[src/rtl/useq_pkg.sv]
// Shared types for the microsequencer next-address control stage:
// Am2910-style opcodes, 2909 source selects and the registered microword control fields.
package useq_pkg;

    localparam int STACK_DEPTH = 4;

    typedef enum logic [3:0] {
        OP_JZ   = 4'd0,
        OP_CJS  = 4'd1,
        OP_JMAP = 4'd2,
        OP_CJP  = 4'd3,
        OP_PUSH = 4'd4,
        OP_JSRP = 4'd5,
        OP_CJV  = 4'd6,
        OP_JRP  = 4'd7,
        OP_RFCT = 4'd8,
        OP_RPCT = 4'd9,
        OP_CRTN = 4'd10,
        OP_CJPP = 4'd11,
        OP_LDCT = 4'd12,
        OP_LOOP = 4'd13,
        OP_CONT = 4'd14,
        OP_TWB  = 4'd15
    } opcode_e;

    localparam logic [1:0] SRC_PC    = 2'b00;
    localparam logic [1:0] SRC_AR    = 2'b01;
    localparam logic [1:0] SRC_STACK = 2'b10;
    localparam logic [1:0] SRC_D     = 2'b11;

    typedef struct packed {
        opcode_e op;
        logic    ccen;
        logic    cpol;
        logic    ar_ld;
    } uw_ctl_t;

endpackage

[src/rtl/useq_loop_counter.sv]
// Loop counter for the next-address stage: parallel load, decrement that
// stops at zero, and a zero flag for the counted-loop opcodes.
module useq_loop_counter #(
    parameter int CNT_W = 8
) (
    input  logic             clock,
    input  logic             reset_n,
    input  logic             load,
    input  logic             dec,
    input  logic [CNT_W-1:0] load_val,
    output logic             cnt_zero
);

    logic [CNT_W-1:0] count;

    always_ff @(posedge clock or negedge reset_n) begin
        if (!reset_n) begin
            count <= '0;
        end else if (load) begin
            count <= load_val;
        end else if (dec && count != '0) begin
            count <= count - CNT_W'(1);
        end
    end

    assign cnt_zero = (count == '0);

endmodule

[src/rtl/useq_next_addr_ctl.sv]
// Next-address control stage feeding cascaded Am2909 slices: registers the
// microword next-address fields and decodes them into sequencer controls each cycle.
module useq_next_addr_ctl
    import useq_pkg::*;
#(
    parameter int ADDR_W = 12,
    parameter int CNT_W  = 8,
    parameter int NCOND  = 8
) (
    input  logic                     clock,
    input  logic                     reset_n,
    input  logic [3:0]               uw_op,
    input  logic                     uw_ccen,
    input  logic [$clog2(NCOND)-1:0] uw_csel,
    input  logic                     uw_cpol,
    input  logic                     uw_ar_ld,
    input  logic [ADDR_W-1:0]        uw_branch,
    input  logic [NCOND-1:0]         cond_in,
    input  logic [ADDR_W-1:0]        map_addr,
    input  logic [ADDR_W-1:0]        vec_addr,
    output logic [1:0]               seq_s,
    output logic                     seq_fe,
    output logic                     seq_pup,
    output logic                     seq_zero,
    output logic                     seq_re,
    output logic [ADDR_W-1:0]        seq_din,
    output logic [ADDR_W-1:0]        seq_rin,
    output logic                     cnt_zero,
    output logic                     stack_err
);

    localparam int         CSEL_W    = $clog2(NCOND);
    localparam logic [2:0] DEPTH_MAX = 3'(STACK_DEPTH);

    uw_ctl_t           pl;
    logic [CSEL_W-1:0] pl_csel;
    logic [ADDR_W-1:0] pl_branch;
    logic [2:0]        depth;
    logic              pass;
    logic              cnt_load;
    logic              cnt_dec;
    logic              do_push;
    logic              do_pop;

    // NOTE: non-blocking assignments so every register samples pre-edge values.
    always_ff @(posedge clock or negedge reset_n) begin
        if (!reset_n) begin
            pl        <= '{op: OP_JZ, ccen: 1'b0, cpol: 1'b0, ar_ld: 1'b0};
            pl_csel   <= '0;
            pl_branch <= '0;
        end else begin
            pl        <= '{op: opcode_e'(uw_op), ccen: uw_ccen, cpol: uw_cpol, ar_ld: uw_ar_ld};
            pl_csel   <= uw_csel;
            pl_branch <= uw_branch;
        end
    end

    assign pass = pl.ccen ? (cond_in[pl_csel] ^ pl.cpol) : 1'b1;

    // NOTE: every output gets a default first so no path through the case infers a latch.
    always_comb begin
        seq_s    = SRC_PC;
        seq_fe   = 1'b1;
        seq_pup  = 1'b0;
        seq_zero = 1'b1;
        seq_din  = pl_branch;
        seq_rin  = pl_branch;
        seq_re   = ~pl.ar_ld;
        cnt_load = 1'b0;
        cnt_dec  = 1'b0;
        case (pl.op)
            OP_JZ:   seq_zero = 1'b0;
            OP_CJS:  if (pass) begin seq_s = SRC_D; seq_fe = 1'b0; seq_pup = 1'b1; end
            OP_JMAP: begin seq_s = SRC_D; seq_din = map_addr; end
            OP_CJP:  if (pass) seq_s = SRC_D;
            OP_PUSH: begin seq_fe = 1'b0; seq_pup = 1'b1; cnt_load = pass; end
            OP_JSRP: begin seq_s = pass ? SRC_D : SRC_AR; seq_fe = 1'b0; seq_pup = 1'b1; end
            OP_CJV:  if (pass) begin seq_s = SRC_D; seq_din = vec_addr; end
            OP_JRP:  seq_s = pass ? SRC_D : SRC_AR;
            OP_RFCT: if (!cnt_zero) begin seq_s = SRC_STACK; cnt_dec = 1'b1; end
                     else seq_fe = 1'b0;
            OP_RPCT: if (!cnt_zero) begin seq_s = SRC_D; cnt_dec = 1'b1; end
            OP_CRTN: if (pass) begin seq_s = SRC_STACK; seq_fe = 1'b0; end
            OP_CJPP: if (pass) begin seq_s = SRC_D; seq_fe = 1'b0; end
            OP_LDCT: cnt_load = 1'b1;
            OP_LOOP: if (pass) seq_fe = 1'b0;
                     else seq_s = SRC_STACK;
            OP_CONT: ;
            OP_TWB: begin
                // Two-way exit: condition wins over counter exhaustion.
                if (pass) begin
                    seq_fe = 1'b0;
                end else if (!cnt_zero) begin
                    seq_s   = SRC_STACK;
                    cnt_dec = 1'b1;
                end else begin
                    seq_s  = SRC_D;
                    seq_fe = 1'b0;
                end
            end
            default: ;
        endcase
    end

    assign do_push = !seq_fe && seq_pup;
    assign do_pop  = !seq_fe && !seq_pup;

    // Depth saturates at the file limits; the slices themselves wrap regardless.
    always_ff @(posedge clock or negedge reset_n) begin
        if (!reset_n) begin
            depth     <= '0;
            stack_err <= 1'b0;
        end else if (do_push) begin
            if (depth == DEPTH_MAX) stack_err <= 1'b1;
            else                    depth     <= depth + 3'd1;
        end else if (do_pop) begin
            if (depth == 3'd0) stack_err <= 1'b1;
            else               depth     <= depth - 3'd1;
        end
    end

    useq_loop_counter #(.CNT_W(CNT_W)) u_loop_counter (
        .clock    (clock),
        .reset_n  (reset_n),
        .load     (cnt_load),
        .dec      (cnt_dec),
        .load_val (pl_branch[CNT_W-1:0]),
        .cnt_zero (cnt_zero)
    );

endmodule

[config.mk]
export PLATFORM = sky130hd
export DESIGN_NAME = useq_next_addr_ctl
export DESIGN_NICKNAME = d
export VERILOG_FILES = /design/src/rtl/useq_pkg.sv /design/src/rtl/useq_loop_counter.sv /design/src/rtl/useq_next_addr_ctl.sv
export SDC_FILE = /design/constraint.sdc
export NUM_CORES = 1
export LEC_CHECK = 0
export BUFFER_PORTS_ARGS = -buffer_cell sky130_fd_sc_hd__buf_2
export CAP_MARGIN = 20
export CORE_MARGIN = 1
export CORE_UTILIZATION = 40
export CTS_CLUSTER_SIZE = 10
export DETAILED_ROUTE_END_ITERATION = 8
export PLACE_DENSITY_LB_ADDON = 0.08
export SLEW_MARGIN = 10
export SYNTH_ARGS = -nofsm -noshare
export SYNTH_HDL_FRONTEND = slang
export SYNTH_SLANG_ARGS = --single-unit
[constraint.sdc]
create_clock -name clock -period 4.7 [get_ports clock]
set_clock_uncertainty 0.15 [all_clocks]
set_input_delay 0.705 -clock clock [delete_from_list [all_inputs] [get_ports clock]]
set_output_delay 0.705 -clock clock [all_outputs]
set_load 0.01 [all_outputs]
Word level (Yosys, flattened, before mapping)
Index checks and enable logic that the tools add are counted.
{ "word_totals": {"regBits": 34, "output_inout_bits": 32, "elab_cells": 85} }
{ "classes": {"bitwise": 2, "add_sub_neg": 3, "n_reduce_logical": 19, "n_eq_ne": 18, "n_mux": 33, "magnitude_cmp": 1} }
{ "op_table": {"columns": ["cell", "n"], "rows": [
  ["$eq 4x4->1 const B", 7],
  ["$pmux 12 s2", 1],
  ["$eq 4x3->1 const B", 4],
  ["$mux 8", 2],
  ["$pmux 2 s8", 1],
  ["$mux 2", 7],
  ["$mux 1", 12],
  ["$mux 12", 1],
  ["$mux 3", 4],
  ["$eq 4x2->1 const B", 2],
  ["$logic_not 8->1", 1],
  ["$reduce_bool 8->1", 1],
  ["$reduce_or 4->1", 2],
  ["$sub 8x1->8 const B", 1],
  ["$pmux 1 s2", 3],
  ["$reduce_and 3->1", 2],
  ["$reduce_bool 2->1", 3],
  ["$reduce_or 2->1", 3],
  ["$eq 4x1->1 const B", 1],
  ["$logic_not 4->1", 1],
  ["$lt 3x4->1 const B", 1],
  ["$ne 2x2->1 const B", 2],
  ["$pmux 1 s4", 1],
  ["$add 3x1->3 const B", 1],
  ["other kinds (9)", 12]
]} }

Logic depth before layout (Yosys ltp)
{ "depth": {"depth_word": 10, "depth_mapped": 11} }

Cells and area by module
From an unflattened synthesis, not the netlist that was laid out.
{ "unflattened": {"hier_cells": 212, "area_unflattened_um2": 1946.9} }
{ "by_module_without_submodules": {"columns": ["mod", "n_inst", "area_per_inst_um2", "cells_per_inst", "seq_area_each_um2"], "rows": [
  ["useq_next_addr_ctl", 1, 1371.3, 144, 650.6],
  ["useq_loop_counter", 1, 575.6, 68, 200.2]
]} }

Worst setup path after synthesis
No wires, ideal clock.
{ "synth_timing": {"path_kind": "input-to-output", "start": "input port cond_in[7]", "end": "output port seq_din[0]", "cell_stages": 7, "n_path_buf": 2, "t_required_ps": 3845, "path_slack_ps": 1514, "arrival_time_ps": 2331, "cell_sequence": "mux2i_1 mux4_2 mux2_4 buf_2 clkbuf_1 o22ai_1 a21oi_1"} }
{ "synth_between": {"elab_chain_cells": 6} }
{ "synth_rtl": {"columns": ["element", "line_no", "source"], "rows": [
  ["start: declaration", "useq_next_addr_ctl.sv:18", "input logic [NCOND-1:0] cond_in,"],
  ["$bmux 1 s3", "useq_next_addr_ctl.sv:58", "assign pass = pl.ccen ? (cond_in[pl_csel] ^ pl.cpol) : 1'b1;"],
  ["$mux 1 (not written as such)", "useq_next_addr_ctl.sv:58", null],
  ["$xor 1x1->1", "useq_next_addr_ctl.sv:58", null],
  ["$mux 1", "useq_next_addr_ctl.sv:58", null],
  ["$mux 12", "useq_next_addr_ctl.sv:78", "OP_CJV: if (pass) begin seq_s = SRC_D; seq_din = vec_addr; end"],
  ["$pmux 12 s2", "useq_next_addr_ctl.sv:71", "case (pl.op)"],
  ["end: declaration", "useq_next_addr_ctl.sv:26", "output logic [ADDR_W-1:0] seq_din,"]
]} }
No other way between the ends. The select of a mux whose other input is x is not followed.

Final worst setup path
{ "layout_timing": {"start": "register pl[6] (netlist bit)", "end": "output port seq_din[4]"} }
{ "layout_between": {"elab_chain_cells": 2, "word_cells_on_any_way": 3, "classes_between": "eq/ne: 2; mux: 1"} }
{ "layout_rtl": {"columns": ["element", "line_no", "source"], "rows": [
  ["start: declaration", "useq_next_addr_ctl.sv:35", "uw_ctl_t pl;"],
  ["start signal: assignment", "useq_next_addr_ctl.sv:48", "pl <= '{op: OP_JZ, ccen: 1'b0, cpol: 1'b0, ar_ld: 1'b0};"],
  ["start signal: assignment", "useq_next_addr_ctl.sv:52", "pl <= '{op: opcode_e'(uw_op), ccen: uw_ccen, cpol: uw_cpol, ar_ld: uw_ar_ld};"],
  ["$eq 4x3->1 / $eq 4x2->1 (equally long branches)", "useq_next_addr_ctl.sv:71", null],
  ["$pmux 12 s2 (*)", "useq_next_addr_ctl.sv:71", null]
]} }
Mark *: on every way between the ends. The rest lies on a longest branch, timed or not.

==> metrics <==
area growth from synthesis to layout=30.4%; share of layout cells above drive strength 1=0.389; Initial Util=0.428; nets=~340; H-tree Lvls=2; kind of critical path=reg -> out; initial DRC count=around 120; combinational fraction of design power=0.238; status=complete, but fails checks; core area=4470 sq um; critical path data arrival time=~2.8 ns; flops & latches, synth=34; Post-Route Setup TNS=0 ns; main flop type after synthesis=dfrtp_1; Fmax=~0.27 GHz; global-route wire length before repair=a little over 8000 um; Max Cap Viol=0; Worst VDD drop=~0.00017 V; post-CTS resize count=0; drt wl/cell=about 15 um; EDFF count, synth=0; WP buf/inv=1; slew margin rel.=0.459; worst-margin pin slew=approximately 0.8 ns; final worst path period need=3.66 ns; Slew Viols, Final=0; port bufs=87; Clk network pwr share=0.350; CP delay by family, top=simple AND/OR/NAND/NOR gates; Clock Pin Slew Worst Setup and Hold Paths=approximately 0.080 ns; post-route ant nets=0; DIE WIDTH=just over 70 um; die area=roughly 5000 sq um; leading post-synthesis cells by cell area=dfrtp_1 (44%), o22ai_1 (8.5%), nor2_1 (4.3%); Via density=around 5.5; vias=roughly 1,800; residual DRC count=2; largest net degree at the start of global routing=35; Critical Path, Cell by Cell=nor2_1, and2_0, nand2_1, o22ai_1, a21oi_1, buf_2; clock network latency to the later pin of the worst-skew pair=slightly below 0.3 ns; GPL Wtd Cong=between 0.7 and 0.8; final hold vios=0; Final setup viols=0; commonest non-fill, non-tap cell in the layout=buf_2; Synthesis Warnings=0; GRT Total Usage=0.208; post-synthesis cell count=around 200; Worst Setup End Kind=output pin; Setup crit start kind=register; switching portion of total power=0.304; vias in the first global route=between 1,500 and 2,000; Fillers=approximately 430; PwrDens=between 300 and 400 nW/um^2; num ports=88; largest area contributor in the netlist=dfrtp_1; initial antenna violation count=0; failing checks=DRC; required time of the critical path=between 3 and 4 ns; clock sinks=34; Mapped Nets=between 200 and 300; crit path max-delay cell type=and2_0; Die Ht=roughly 71 um; footprint of the multi-input gates=~990 sq um; Flop pwr share=0.412; Mapped Avg Cell Area=9.53 sq um; Inserted Clock Buffers=5; Hold Path Class=in -> async; net switching power=0.286 mW; final hold slack=0.323 ns; Async S/R FF share, synth=1.00; leak pwr=approximately 1.2 nW; top cell type's share of synthesized area=0.444; commonest non-fill, non-tap cells in the layout=buf_2 (87), dfrtp_1 (34), o22ai_1 (26); Inserted Diodes=0; Remaining Overflow, GRT=0; CTS Buffer Depth=2; DRT Pass-1 Iters=6; Rows=24; Root Buffer=clkbuf_8; sequential fraction of the synthesis area=0.444; hold_buf cts=0; Reg area=~850 sq um; CTS tree=built; Setup Fix Bufs, Post-CTS=0; Max FO, Critical Path=17; post-synth cell types=52; synthesized cell area=approximately 1900 sq um; Tcrit/Tclk final=0.778; Crit path largest cell delay=approximately 0.66 ns; RSZ-0062 raised after global routing=false; internal power=approximately 0.66 mW; final wirelength=5070 um; DP HPWL=between 3000 and 4000 um
metal layers:
metal | track usage | vias up | part of all wire
met5 | 0 | - | 0
met2 | 0.317 | 70 | 0.45
met3 | 0.0613 | 5 | 0.059
met4 | 0.0667 | 0 | 0.010
li1 | - | 908 | -
met1 | 0.283 | 862 | 0.48
stage by stage:
stage	setup WS, ns	cell area [sq um]	std cells	total power, mW	utilization
2_1_floorplan	1.51	1920	201	0.540	-
3_3_place_gp	1.23	2360	327	0.614	0.528
3_5_place_dp	1.19	2360	327	0.620	0.528
4_1_cts	1.07	2500	335	0.952	0.558
5_1_grt	0.806	2500	335	0.999	0.558
6_report	1.04	2500	335	0.943	0.558
Yosys cell counts, types with 2 or more instances:
cell type and count:
nand3_1 2, o22ai_1 26, inv_1 5, xnor2_1 2
nor2_1 22, nand2_1 13, buf_2 2, o211ai_1 2
a21oi_1 14, nand2b_1 4, mux2i_1 6, mux2_4 2
o221a_2 3, ha_1 2, o31ai_1 2, a22oi_1 2
nor3_1 6, a31oi_1 2, nand4_1 3, dfrtp_1 34
o21ai_0 7, clkbuf_1 10
flip-flops by register name, summed over array words and instances (netlist names):
signal / count
depth: 3
pl: 7
pl_csel: 3
seq_rin: 12
stack_err: 1
u_loop_counter.count: 8
power groups by stage:
stage | Clock, mW | Combinational [mW] | Sequential [mW]
global placement | 0 | 0.221 | 0.393
global route | 0.349 | 0.254 | 0.396
finish | 0.330 | 0.225 | 0.389
CTS | 0.337 | 0.227 | 0.388
floorplan | 0 | 0.163 | 0.377
detailed placement | 0 | 0.227 | 0.393
final timing paths:
path / startpoint / end / slack (ns) / cells after the start
worst min register to register: stack_err / stack_err / 0.34 / 1
min in group clock: stack_err / stack_err / 0.34 / 1
worst max register to register: pl_csel[0] / depth[2] / 1.71 / 9
max in group asynchronous: reset_n / stack_err / 3.58 / 1
worst max-delay path: pl[6] / seq_din[4] / 1.04 / 6
worst min-delay path: reset_n / u_loop_counter.count[6] / 0.32 / 1
final cells by class:
class                      instances  share of cell area
clock buffer                       5              0.0275
multi-input combinational        148               0.395
timing repair buffer              87               0.174
sequential                        34               0.341
tap                               52              0.0260
inverter                           6             0.00901
clock inverter                     3              0.0275
cell families (layout without fill, tap and decap cells):
| family | Yosys count | count (layout) | synth area share |
|---|---|---|---|
| fa+ha+maj | 3 | 3 | 0.0235 |
| xor+xnor | 3 | 3 | 0.0137 |
| simple gates | 60 | 60 | 0.155 |
| compound gates | 72 | 72 | 0.259 |
| buf+inv | 19 | 101 | 0.0405 |
| mux | 10 | 10 | 0.0647 |
| flops | 34 | 34 | 0.444 |
(Power assumes the default switching activity.)
